<file path="src/rtl/stereo_pkg.sv">
// Shared stereo-pipeline helpers: cost and disparity width derivation plus
// the saturated cost value used for masked candidates.
package stereo_pkg;

  function automatic int calc_nobit(input int wc, input int wh);
    return $clog2((wc * wc / 2) * wh * wh);
  endfunction

  function automatic int calc_dbit(input int d);
    return $clog2(d);
  endfunction

  function automatic logic [31:0] cost_max(input int nobit);
    return (32'h1 << nobit) - 32'h1;
  endfunction

endpackage

</file>
<file path="src/rtl/wta_cmp_node.sv">
// One registered 2:1 winner-take-all node: exclusion dominates cost,
// then the smaller cost wins, and an exact tie goes to the lower index.
module wta_cmp_node #(
  parameter int NOBIT = 12,
  parameter int DBIT  = 6
) (
  input  logic             clk,
  input  logic [NOBIT-1:0] a_cost,
  input  logic [DBIT-1:0]  a_idx,
  input  logic             a_excl,
  input  logic [NOBIT-1:0] b_cost,
  input  logic [DBIT-1:0]  b_idx,
  input  logic             b_excl,
  output logic [NOBIT-1:0] y_cost,
  output logic [DBIT-1:0]  y_idx,
  output logic             y_excl
);

  logic pick_a;

  always_comb begin
    pick_a = 1'b0;
    if (a_excl != b_excl)
      pick_a = b_excl;
    else if (a_cost != b_cost)
      pick_a = (a_cost < b_cost);
    else
      pick_a = (a_idx <= b_idx);
  end

  always_ff @(posedge clk) begin
    y_cost <= pick_a ? a_cost : b_cost;
    y_idx  <= pick_a ? a_idx  : b_idx;
    y_excl <= pick_a ? a_excl : b_excl;
  end

endmodule

</file>
<file path="src/rtl/shd_wta_select.sv">
// Winner-take-all disparity selector: border-masks D aggregated costs,
// reduces them through a registered binary tree and flags confidence.
module shd_wta_select
  import stereo_pkg::*;
#(
  parameter int D  = 64,
  parameter int WC = 7,
  parameter int WH = 13,
  parameter int M  = 650,
  localparam int NOBIT = calc_nobit(WC, WH),
  localparam int DBIT  = calc_dbit(D)
) (
  input  logic               i_clk,
  input  logic               i_rst,
  input  logic               i_dval,
  input  logic               i_sof,
  input  logic [D*NOBIT-1:0] i_data,
  input  logic [NOBIT-1:0]   i_thresh,
  output logic               o_dval,
  output logic [DBIT-1:0]    o_disp,
  output logic [NOBIT-1:0]   o_cost,
  output logic               o_conf
);

  localparam int CBIT = (M > 1) ? $clog2(M) : 1;

  logic [CBIT-1:0]  col;
  logic [CBIT-1:0]  col_cur;
  logic [NOBIT-1:0] leaf_cost [D];
  logic             leaf_excl [D];
  logic [NOBIT-1:0] thr_pipe  [DBIT+1];
  logic [DBIT:0]    vld_pipe;
  logic [NOBIT-1:0] node_cost [D-1];
  logic [DBIT-1:0]  node_idx  [D-1];
  logic             node_excl [D-1];

  // A start-of-frame beat is column 0 even when the counter is about to wrap.
  assign col_cur = i_sof ? '0 : col;

  always_ff @(posedge i_clk) begin
    if (i_rst)
      col <= '0;
    else if (i_dval) begin
      if (i_sof)
        col <= CBIT'(1);
      else if (col == CBIT'(M - 1))
        col <= '0;
      else
        col <= col + CBIT'(1);
    end
  end

  always_ff @(posedge i_clk) begin
    for (int d = 0; d < D; d++) begin
      leaf_excl[d] <= (d > int'(col_cur));
      leaf_cost[d] <= (d > int'(col_cur)) ? NOBIT'(cost_max(NOBIT))
                                         : i_data[d*NOBIT +: NOBIT];
    end
    thr_pipe[0] <= i_thresh;
    for (int k = 1; k <= DBIT; k++)
      thr_pipe[k] <= thr_pipe[k-1];
  end

  always_ff @(posedge i_clk) begin
    if (i_rst)
      vld_pipe <= '0;
    else
      vld_pipe <= {vld_pipe[DBIT-1:0], i_dval};
  end

  // Heap layout: node n has children 2n+1 and 2n+2, leaves sit after node D-2,
  // so the left child always covers the lower lane indices.
  for (genvar n = 0; n < D - 1; n++) begin : g_node
    localparam int L = 2 * n + 1;
    localparam int R = 2 * n + 2;
    logic [NOBIT-1:0] a_cost, b_cost;
    logic [DBIT-1:0]  a_idx, b_idx;
    logic             a_excl, b_excl;

    if (L >= D - 1) begin : g_leaf
      assign a_cost = leaf_cost[L-(D-1)];
      assign a_idx  = DBIT'(L - (D - 1));
      assign a_excl = leaf_excl[L-(D-1)];
      assign b_cost = leaf_cost[R-(D-1)];
      assign b_idx  = DBIT'(R - (D - 1));
      assign b_excl = leaf_excl[R-(D-1)];
    end else begin : g_inner
      assign a_cost = node_cost[L];
      assign a_idx  = node_idx[L];
      assign a_excl = node_excl[L];
      assign b_cost = node_cost[R];
      assign b_idx  = node_idx[R];
      assign b_excl = node_excl[R];
    end

    wta_cmp_node #(
      .NOBIT (NOBIT),
      .DBIT  (DBIT)
    ) u_node (
      .clk    (i_clk),
      .a_cost (a_cost),
      .a_idx  (a_idx),
      .a_excl (a_excl),
      .b_cost (b_cost),
      .b_idx  (b_idx),
      .b_excl (b_excl),
      .y_cost (node_cost[n]),
      .y_idx  (node_idx[n]),
      .y_excl (node_excl[n])
    );
  end

  always_ff @(posedge i_clk) begin
    if (i_rst) begin
      o_dval <= 1'b0;
      o_disp <= '0;
      o_cost <= '0;
      o_conf <= 1'b0;
    end else begin
      o_dval <= vld_pipe[DBIT];
      o_disp <= node_idx[0];
      o_cost <= node_cost[0];
      o_conf <= (node_cost[0] <= thr_pipe[DBIT]);
    end
  end

endmodule

</file>
<file path="config.mk">
export PLATFORM = sky130hd
export DESIGN_NAME = shd_wta_select
export DESIGN_NICKNAME = d
export VERILOG_FILES = /design/src/rtl/stereo_pkg.sv /design/src/rtl/wta_cmp_node.sv /design/src/rtl/shd_wta_select.sv
export SDC_FILE = /design/constraint.sdc
export NUM_CORES = 2
export LEC_CHECK = 0
export ABC_AREA = 1
export CORE_ASPECT_RATIO = 2
export CORE_MARGIN = 2
export CORE_UTILIZATION = 30
export DETAILED_ROUTE_END_ITERATION = 8
export MAX_ROUTING_LAYER = met4
export SYNTH_ARGS = -nofsm -noshare
export SYNTH_HDL_FRONTEND = slang
export SYNTH_SLANG_ARGS = --single-unit
</file>
<file path="constraint.sdc">
create_clock -name i_clk -period 6.2 [get_ports i_clk]
set_clock_uncertainty 0.15 [all_clocks]
set_input_delay 0.62 -clock i_clk [delete_from_list [all_inputs] [get_ports i_clk]]
set_output_delay 0.62 -clock i_clk [all_outputs]
set_load 0.05 [all_outputs]
</file>
==> metrics.cfg <==
[run_status]
status = completed

[timing]
timing.final.ws_setup_ps = 2430
min_period_ps = 3770
setup_tns_ps = 0
post-route-period-util_pct = 60.8
max_slew_margin_pct = 14.9
finalSetupViolCount = 0
report.final.slew_viol_count = 0
tightestPinTransition_ps = 1270
max_freq_mhz = 265
hold_viol_final = 0
rsz0062_at_grt = false

[clock_network]
clkLatencyLatePin_ps = 890
post_cts_hold_buffer_count = 8
cts_buffer_depth = 4
cts_tree = yes
clockRootBuffer = clkbuf_16
clk_pin_slew_ps = 70
cts-resized-gates = 0
htree_num_levels = 4
cts_made_buffers = 185
cts_sinks = 1890
postCtsSetupBuffers = 0

[route]
routedWlPerCell_um = 17.3
num_vias = 61900
drt_iter0_markers = 2900
drtPass1Iterations = 6
drtAntennaViolNets = 0
vias_per_cell = 4.30
routed_wl_um = 249000
drcViolationCount = 0

[global_routing]
overflow = 0
antenna_found_initial = 62
grt_pass1_vias = 61500
grt_start_max_net_pins = 30
grt_usage_pct = 18.7
grt_first_pass_wirelength_um = 365000

[worst_hold_path]
min_from = i_data[7]
hold_path_end = leaf_cost[0][7]$_DFF_P_
worstHoldPathType = input pin to flop
whs_path_depth = 1

[critical_path]
worstPathArrival_ps = 4400
worstPathMaxFanout = 20
max_stage_delay_ps = 840
r2r_cells = 9
criticalPathCategory = input pin to flop
critPathSlowestCell = clkdlybuf4s50_1
path_depth = 11
crit_path_end_kind = flop
critPathLaunchType = input pin
critPathBufInv = 4
reg2reg_to = leaf_cost[0][300]$_SDFF_PP1_
crit_top_cell = nand2_1
crit_path_cell_trace = clkdlybuf4s50_1 > inv_4 > o21ai_2 > nand2_2 > nor2_4 > buf_4 > nand2_1 > nor2_2 > nand2_1 > inv_1 > or2_2
reg2reg_from = col[1]$_SDFFE_PP0P_
crit_family = simple AND/OR/NAND/NOR gates
worstPathRequired_ps = 6830
critPathLaunch = i_sof
rrSetupSlack_ps = 2660

[die]
die-area_um2 = 269000
core-area_um2 = 264000
ioPinCount = 804
start_util_pct = 30.1
num_rows = 267
die_w_um = 368
die_y_um = 732

[yosys]
synth_ff_type = dfxtp_1
synth_top_area_share_pct = 47.7
avgSynthCellArea_um2 = 7.94
synth_seq_cells = 1890
synth-edff-count = 0
netlist_instances = 10000
ys_seq_area_share_pct = 47.7
synth_fp_nets = 11600
async_flop_share_pct = 0
syn_area_um2 = 79400
yosysUniqueCellTypes = 39
yosysWarnings = 0
yosysTopAreaCell = dfxtp_1
synthTopCellsByArea = dfxtp_1, nand2_1, ha_1, inv_1, nand3_1

[placement]
place.gp.congestion = 0.930
portBuffers = 803
place_ws_ps = 1390
hpwl_um = 203000

[cells_and_area]
fill_cells = 27100
syn2layout_area_growth_pct = 22.4
drive_gt1_share_pct = 8.26
layout.nets = 12300
layout_commonest_cell = nand2_1
layout_common_cells = nand2_1, dfxtp_1, inv_1

[power_and_ir_drop]
p_leak_nw = 52.5
vdd_drop_max_mv = 0.252
p_per_area_nw_per_um2 = 270

[job]
cap_violations = 0

==> cell usage after synthesis (24+ instances only) <==
| master | count |
|---|---|
| ha_1 | 831 |
| or2_1 | 128 |
| nor2_1 | 305 |
| inv_1 | 1595 |
| dfxtp_1 | 1890 |
| a21o_1 | 63 |
| nand4_1 | 68 |
| nand3b_1 | 24 |
| buf_1 | 41 |
| nand2_1 | 3096 |
| buf_2 | 44 |
| nand3_1 | 884 |
| or2_2 | 534 |
| clkbuf_1 | 205 |
| a21oi_1 | 213 |
==> how the worst max path moves through the flow <==
stage	endpoint	slack [ps]
5_1_grt	leaf_cost[0][46]$_SDFF_PP1_	2200
2_1_floorplan	leaf_cost[1][134]$_SDFF_PP1_	3990
3_5_place_dp	leaf_cost[0][36]$_SDFF_PP1_	1390
6_report	leaf_cost[0][36]$_SDFF_PP1_	2430
3_3_place_gp	leaf_cost[0][41]$_SDFF_PP1_	1490
4_1_cts	leaf_cost[0][36]$_SDFF_PP1_	2320
==> registers in the layout (all words and copies together) (netlist names), 6 cells and up <==
| name | cells |
|---|---|
| g_node.u_node.y_cost | 756 |
| vld_pipe | 7 |
| g_node.u_node.y_excl | 62 |
| col | 10 |
| o_cost | 12 |
| thr_pipe | 84 |
| o_disp | 6 |
| g_node.u_node.y_idx | 120 |
| leaf_cost | 768 |
| leaf_excl | 63 |
==> metrics by stage <==
step / area (um2) / std cells / hold slack, ps / total power [mW] / util, %
after floorplan: 79400 / 10000 / 160 / 13.8 / -
after global placement: 90700 / 14000 / 162 / 14.9 / 34.4
after detailed placement: 90700 / 14000 / 162 / 14.9 / 34.4
after CTS: 97000 / 14400 / 3.13 / 26.7 / 36.8
after global routing: 97100 / 14400 / 44.9 / 27.3 / 36.8
final: 97100 / 14400 / 84.6 / 26.3 / 36.8
==> where the power goes <==
part | internal [mW] | switching [mW] | total, mW
registers | 12.5 | 0.300 | 12.8
logic | 0.870 | 0.952 | 1.82
clock network | 6.68 | 4.97 | 11.6
total | 20.1 | 6.22 | 26.3
==> layer usage <==
metal,share of wire [%],vias to the layer above,global-route usage [%],routed length (um)
met4,4.5,0,7.90,11200
met2,51,1385,33.9,128000
met3,5.2,438,3.25,12900
met1,39,28000,19.7,97100
li1,-,32100,-,-
met5,0,-,-,0
==> final cells by class <==
cell class | instances | area [um2] | area share, %
flip-flops and latches | 1890 | 37800 | 38.9
multi-input cells | 6212 | 34400 | 35.4
repair buffers | 824 | 8220 | 8.46
inverters | 1607 | 6030 | 6.21
clock buffers | 238 | 5150 | 5.30
well taps | 3497 | 4380 | 4.50
clock inverters | 88 | 1060 | 1.10
diodes | 43 | 108 | 0.111
==> logic make-up after synthesis <==
family	count (synthesis)	synth area share (%)
buf+inv	1902	9.09
other cells	1	0.00472
fa+ha+maj	831	13.1
compound gates	305	2.20
simple gates	5072	27.9
flops	1890	47.7
xor+xnor	3	0.0331
(Power assumes the default switching activity.)
